$ cat src/rtl/vga_timing_gen.sv
// 640x480@60 VGA raster timing: pixel coordinates, active video, syncs and a frame-derived game tick.
// Optional macro SPEED_CTRL_EN adds a runtime frames-per-tick input (speed) in place of TICK_FRAMES.
module vga_timing_gen #(
  parameter int CLK_DIV     = 1,
  parameter int H_ACTIVE    = 640,
  parameter int H_FP        = 16,
  parameter int H_SYNC      = 96,
  parameter int H_BP        = 48,
  parameter int V_ACTIVE    = 480,
  parameter int V_FP        = 10,
  parameter int V_SYNC      = 2,
  parameter int V_BP        = 33,
  parameter bit SYNC_POL    = 1'b0,
  parameter int TICK_FRAMES = 6
) (
  input  logic       clk,
  input  logic       reset,
`ifdef SPEED_CTRL_EN
  input  logic [5:0] speed,
`endif
  output logic [9:0] x,
  output logic [9:0] y,
  output logic       active,
  output logic       hsync,
  output logic       vsync,
  output logic       tick
);

  localparam int H_TOTAL = H_ACTIVE + H_FP + H_SYNC + H_BP;
  localparam int V_TOTAL = V_ACTIVE + V_FP + V_SYNC + V_BP;
  localparam int DIV_W   = (CLK_DIV > 1) ? $clog2(CLK_DIV) : 1;

  localparam logic [9:0] H_LAST = 10'(H_TOTAL - 1);
  localparam logic [9:0] V_LAST = 10'(V_TOTAL - 1);
  localparam logic [9:0] H_ACT  = 10'(H_ACTIVE);
  localparam logic [9:0] V_ACT  = 10'(V_ACTIVE);
  localparam logic [9:0] HS_BEG = 10'(H_ACTIVE + H_FP);
  localparam logic [9:0] HS_END = 10'(H_ACTIVE + H_FP + H_SYNC);
  localparam logic [9:0] VS_BEG = 10'(V_ACTIVE + V_FP);
  localparam logic [9:0] VS_END = 10'(V_ACTIVE + V_FP + V_SYNC);

  logic [DIV_W-1:0] div_cnt;
  logic [5:0]       frm_cnt;
  logic [5:0]       n_last;
  logic             run;
  logic             pe;
  logic             in_hs;
  logic             in_vs;

  assign pe = (div_cnt == DIV_W'(CLK_DIV - 1));

`ifdef SPEED_CTRL_EN
  // speed==0 behaves as one frame per tick
  assign n_last = (speed == 6'd0) ? 6'd0 : speed - 6'd1;
`else
  assign n_last = 6'(TICK_FRAMES - 1);
`endif

  always_ff @(posedge clk or posedge reset) begin
    if (reset) begin
      div_cnt <= '0;
      x       <= '0;
      y       <= '0;
      frm_cnt <= '0;
      tick    <= 1'b0;
      run     <= 1'b0;
    end else begin
      run  <= 1'b1;
      tick <= 1'b0;
      if (pe) begin
        div_cnt <= '0;
        if (x == H_LAST) begin
          x <= '0;
          if (y == V_LAST) begin
            y <= '0;
            // >= so that a lowered speed fires at this wrap instead of stalling
            if (frm_cnt >= n_last) begin
              frm_cnt <= '0;
              tick    <= 1'b1;
            end else begin
              frm_cnt <= frm_cnt + 6'd1;
            end
          end else begin
            y <= y + 10'd1;
          end
        end else begin
          x <= x + 10'd1;
        end
      end else begin
        div_cnt <= div_cnt + DIV_W'(1);
      end
    end
  end

  // Decodes of the registered counters so they line up with the x/y shown this cycle
  assign in_hs  = (x >= HS_BEG) && (x < HS_END);
  assign in_vs  = (y >= VS_BEG) && (y < VS_END);
  assign active = run && (x < H_ACT) && (y < V_ACT);
  assign hsync  = (run && in_hs) ? SYNC_POL : ~SYNC_POL;
  assign vsync  = (run && in_vs) ? SYNC_POL : ~SYNC_POL;

endmodule

$ cat config.mk
export PLATFORM = sky130hd
export DESIGN_NAME = vga_timing_gen
export DESIGN_NICKNAME = d
export VERILOG_FILES = /design/src/rtl/vga_timing_gen.sv
export SDC_FILE = /design/constraint.sdc
export NUM_CORES = 1
export LEC_CHECK = 0
export ABC_AREA = 1
export BUFFER_PORTS_ARGS = -buffer_cell sky130_fd_sc_hd__buf_2
export CORE_MARGIN = 2
export CORE_UTILIZATION = 33
export DETAILED_ROUTE_END_ITERATION = 7
export PLACE_DENSITY = 0.51
export SYNTH_ARGS = -nofsm -noshare
export SYNTH_HDL_FRONTEND = slang
export SYNTH_SLANG_ARGS = --single-unit
$ cat constraint.sdc
create_clock -name clk -period 1.75 [get_ports clk]
set_clock_uncertainty 0.15 [all_clocks]
set_input_delay 0 -clock clk [delete_from_list [all_inputs] [get_ports clk]]
set_output_delay 0 -clock clk [all_outputs]
set_load 0.02 [all_outputs]
==> flow_summary_export.csv <==
group,metric,value,unit
outcome,outcome,"complete, no violations",
min_path,min_path_type,"in2async",
yosys,synth_seq_area_share,0.416,
sta,setup_viol,0,
clocking,h-tree-depth,1,
route,drc,0,
route,via_per_inst,4.39,
yosys,synth_fp_nets,223,
yosys,synth_xor_area_frac,0.0520,
final_layout,nNetsFinal,264,
power_and_ir_drop,power.internal,0.000960,W
power_and_ir_drop,seqPwrFrac,0.540,
sta,min_period_over_period,0.938,
sta,slew_viol_final,0,
setup_path,cp_slowest_stage_delay,470,ps
sta,fin_crit,1640,ps
floorplan,die_height,75.4,um
final_layout,stdcell_count,320,
power_and_ir_drop,power_density,583,nW/um2
clocking,clk_pin_slew,110,ps
setup_path,crit_chain,"nand2_1 -> nor2_1 -> nor4_1 -> buf_2",
final_layout,syn2layout_area_growth,22.4,%
clocking,cts_buffers,3,
yosys,yosys.area_share.simple,0.318,
yosys,ys_seq_elements,28,
floorplan,top_level_ports,26,
setup_path,cp-end-kind,"output pin",
yosys,synth_area,1680,um2
power_and_ir_drop,ir_drop,0.000256,V
yosys,ys_types,29,
power_and_ir_drop,power_frac_comb,0.019,
final_layout,num_antenna_cells,0,
yosys,yosysWarnings,0,
yosys,synthAdderAreaFrac,0.0595,
yosys,synth-compound-area-share,0.0528,
floorplan,die_x,75.4,um
sta,clock.fmax,0.609,GHz
power_and_ir_drop,p_sw_frac,0.201,
global_routing,grt_max_degree,29,
place,gp_congestion,0.790,
power_and_ir_drop,leakagePower,1.12,nW
sta,rsz0062_at_grt,"false",
floorplan,coreArea,4820,um2
setup_path,crit_fanout,7,
route,drtAntennaViolNets,0,
sta,final_hold_viol_count,0,
floorplan,initial_core_util,0.349,
yosys,syn_inst,213,
route,drt_first_pass_iters,4,
power_and_ir_drop,clkPwrFrac,0.442,
clocking,clock_path_buffers,2,
global_routing,grt_first_pass_wirelength,6020,um
global_routing,grt_pass1_vias,1299,
setup_path,start_kind,"register",
sta,finalSetupTns,0,ps
route,drt_iter0_drc,40,
setup_path,arrival,1490,ps
global_routing,overflow,0,
place,io_buffers,25,
route,drt-wirelength-per-cell,11.2,um
flow_run,max_cap_viol_count,0,
yosys,synth_top_family_by_area,"simple AND/OR/NAND/NOR gates",
global_routing,grtUsageTotal,0.137,
setup_path,crit_slowest_cell,"dfrtp_1",
floorplan,rows,25,
power_and_ir_drop,p_sw,0.000241,W
route,wl,3590,um
floorplan,die_area,5690,um2
yosys,syn_area_per_cell,7.90,um2
clocking,cts_tree,"done",
clocking,clock_latency,280,ps
global_routing,antenna_found_initial,0,
yosys,muxShareOfSynthArea,0,
final_layout,drive_gt1_frac,0.233,
setup_path,worstSetupPathType,"reg2out",
place,dp_hpwl,2730,um
clocking,clock-sinks,28,
setup_path,worstPathRequired,1600,ps
route,vias,1404,
place,dp_cells,312,
clocking,root_buffer,"clkbuf_8",
sequential cells by signal, summed over array words and instances (netlist names):
signal and count:
frm_cnt 6, run 1, tick 1, x 10, y 10
worst max-delay path: cells and delay by family (launching register included):
kind                   cells  cell delay, ps
flip-flops                 1             470
buffers and inverters      1             230
AND/OR/NAND/NOR            3             500
Yosys cell counts:
cell type | number | area, um2
buf_2 | 1 | 5.00
buf_6 | 2 | 22.5
nand2_4 | 1 | 11.3
o2111ai_1 | 1 | 8.76
nor2_1 | 30 | 113
nor2_4 | 2 | 22.5
nand3_1 | 11 | 55.1
nor2_2 | 3 | 18.8
nor3_1 | 5 | 25.0
nand2_1 | 42 | 158
dfrtp_1 | 28 | 701
nand4_4 | 1 | 21.3
nor2_8 | 1 | 20.0
inv_1 | 34 | 128
o21ai_0 | 10 | 50.1
or3_1 | 1 | 6.26
inv_2 | 3 | 11.3
nand3_2 | 2 | 20.0
conb_1 | 1 | 3.75
o21ai_1 | 2 | 10.0
nor4_1 | 2 | 12.5
xor2_1 | 7 | 61.3
a21oi_1 | 4 | 20.0
nor3b_1 | 1 | 7.51
nand3b_1 | 1 | 7.51
nand2_2 | 2 | 12.5
nand4_1 | 4 | 25.0
xnor2_1 | 3 | 26.3
ha_1 | 8 | 100
final cells by class:
cell class / instances / area [um2]
Fill cell: 515 / 2760
Timing Repair Buffer: 39 / 245
Sequential cell: 28 / 702
Clock buffer: 3 / 41.3
Clock inverter: 1 / 30.0
Inverter: 37 / 139
Tap cell: 67 / 83.8
Multi-Input combinational cell: 145 / 818
power groups by stage:
stage | sequential, W | combinational (W) | clock, W
after floorplan | 0.000661 | 0.0000132 | 0
after global placement | 0.000661 | 0.0000225 | 0
after detailed placement | 0.000661 | 0.0000227 | 0
after CTS | 0.000649 | 0.0000245 | 0.000541
after global routing | 0.000649 | 0.0000273 | 0.000557
final | 0.000648 | 0.0000225 | 0.000530
path summary, 6_finish.rpt:
check	startpoint	end	slack (ps)	depth (start not counted)
max	y[6]$_DFFE_PP0N_	active	110	4
min	reset	tick$_DFF_PP0_	160	4
max reg2reg	x[1]$_DFF_PP0_	y[1]$_DFFE_PP0N_	110	8
min reg2reg	frm_cnt[4]$_DFFE_PP0P_	frm_cnt[4]$_DFFE_PP0P_	350	2
max in group asynchronous	reset	y[1]$_DFFE_PP0N_	990	4
min in group clk	frm_cnt[4]$_DFFE_PP0P_	frm_cnt[4]$_DFFE_PP0P_	350	2
metal layers:
layer  wire (um)  vias to the layer above  global-route usage
li1            -                      740                   -
met1        1830                      639               0.192
met2        1610                       21               0.222
met3         111                        4              0.0225
met4          36                        0              0.0351
met5           0                        -                   0
cell families (layout without fill, tap and decap cells):
group,Yosys count,after routing
other cells,1,1
buf+inv,40,80
compound gates,17,17
xor+xnor,10,10
simple gates,109,109
fa+ha+maj,8,8
flops,28,28
cells in the final DEF (no fill, tap or decap):
cell type,instances
nand2_1,42
inv_1,34
nor2_1,30
dfrtp_1,27
buf_2,25
buf_4,12
nand3_1,11
o21ai_0,10
xor2_1,7
ha_1,7
nor3_1,5
nand4_1,4
a21oi_1,4
inv_2,3
nor2_2,3
xnor2_1,3
clkbuf_8,3
nor2_4,2
nand2_2,2
nand3_2,2
nor4_1,2
o21ai_1,2
nand4_4,1
nand2_4,1
nor2_8,1
or3_1,1
o2111ai_1,1
nor3b_1,1
nand3b_1,1
ha_2,1
bufinv_16,1
dlygate4sd3_1,1
buf_12,1
conb_1,1
dfrtp_2,1
stage by stage:
| stage | hold WS (ps) | utilization | power, W | setup WS, ps | instance area (um2) |
|---|---|---|---|---|---|
| floorplan | -84.6 | - | 0.000674 | 59.1 | 1680 |
| global placement | -56.3 | 0.405 | 0.000684 | 107 | 1950 |
| detailed placement | -54.1 | 0.405 | 0.000684 | 127 | 1950 |
| CTS | 184 | 0.422 | 0.00121 | 62.1 | 2030 |
| global route | 245 | 0.428 | 0.00123 | 3.91 | 2060 |
| finish | 163 | 0.428 | 0.00120 | 108 | 2060 |
timing repair:
action                     4_1_cts  5_1_grt
hold endpoints to repair        28        0
buffers inserted                 0        3
setup endpoints to repair        0        3
gates resized for setup          0        2
hold buffers                     1        0
No activity file was read; power rests on OpenSTA's default activity.
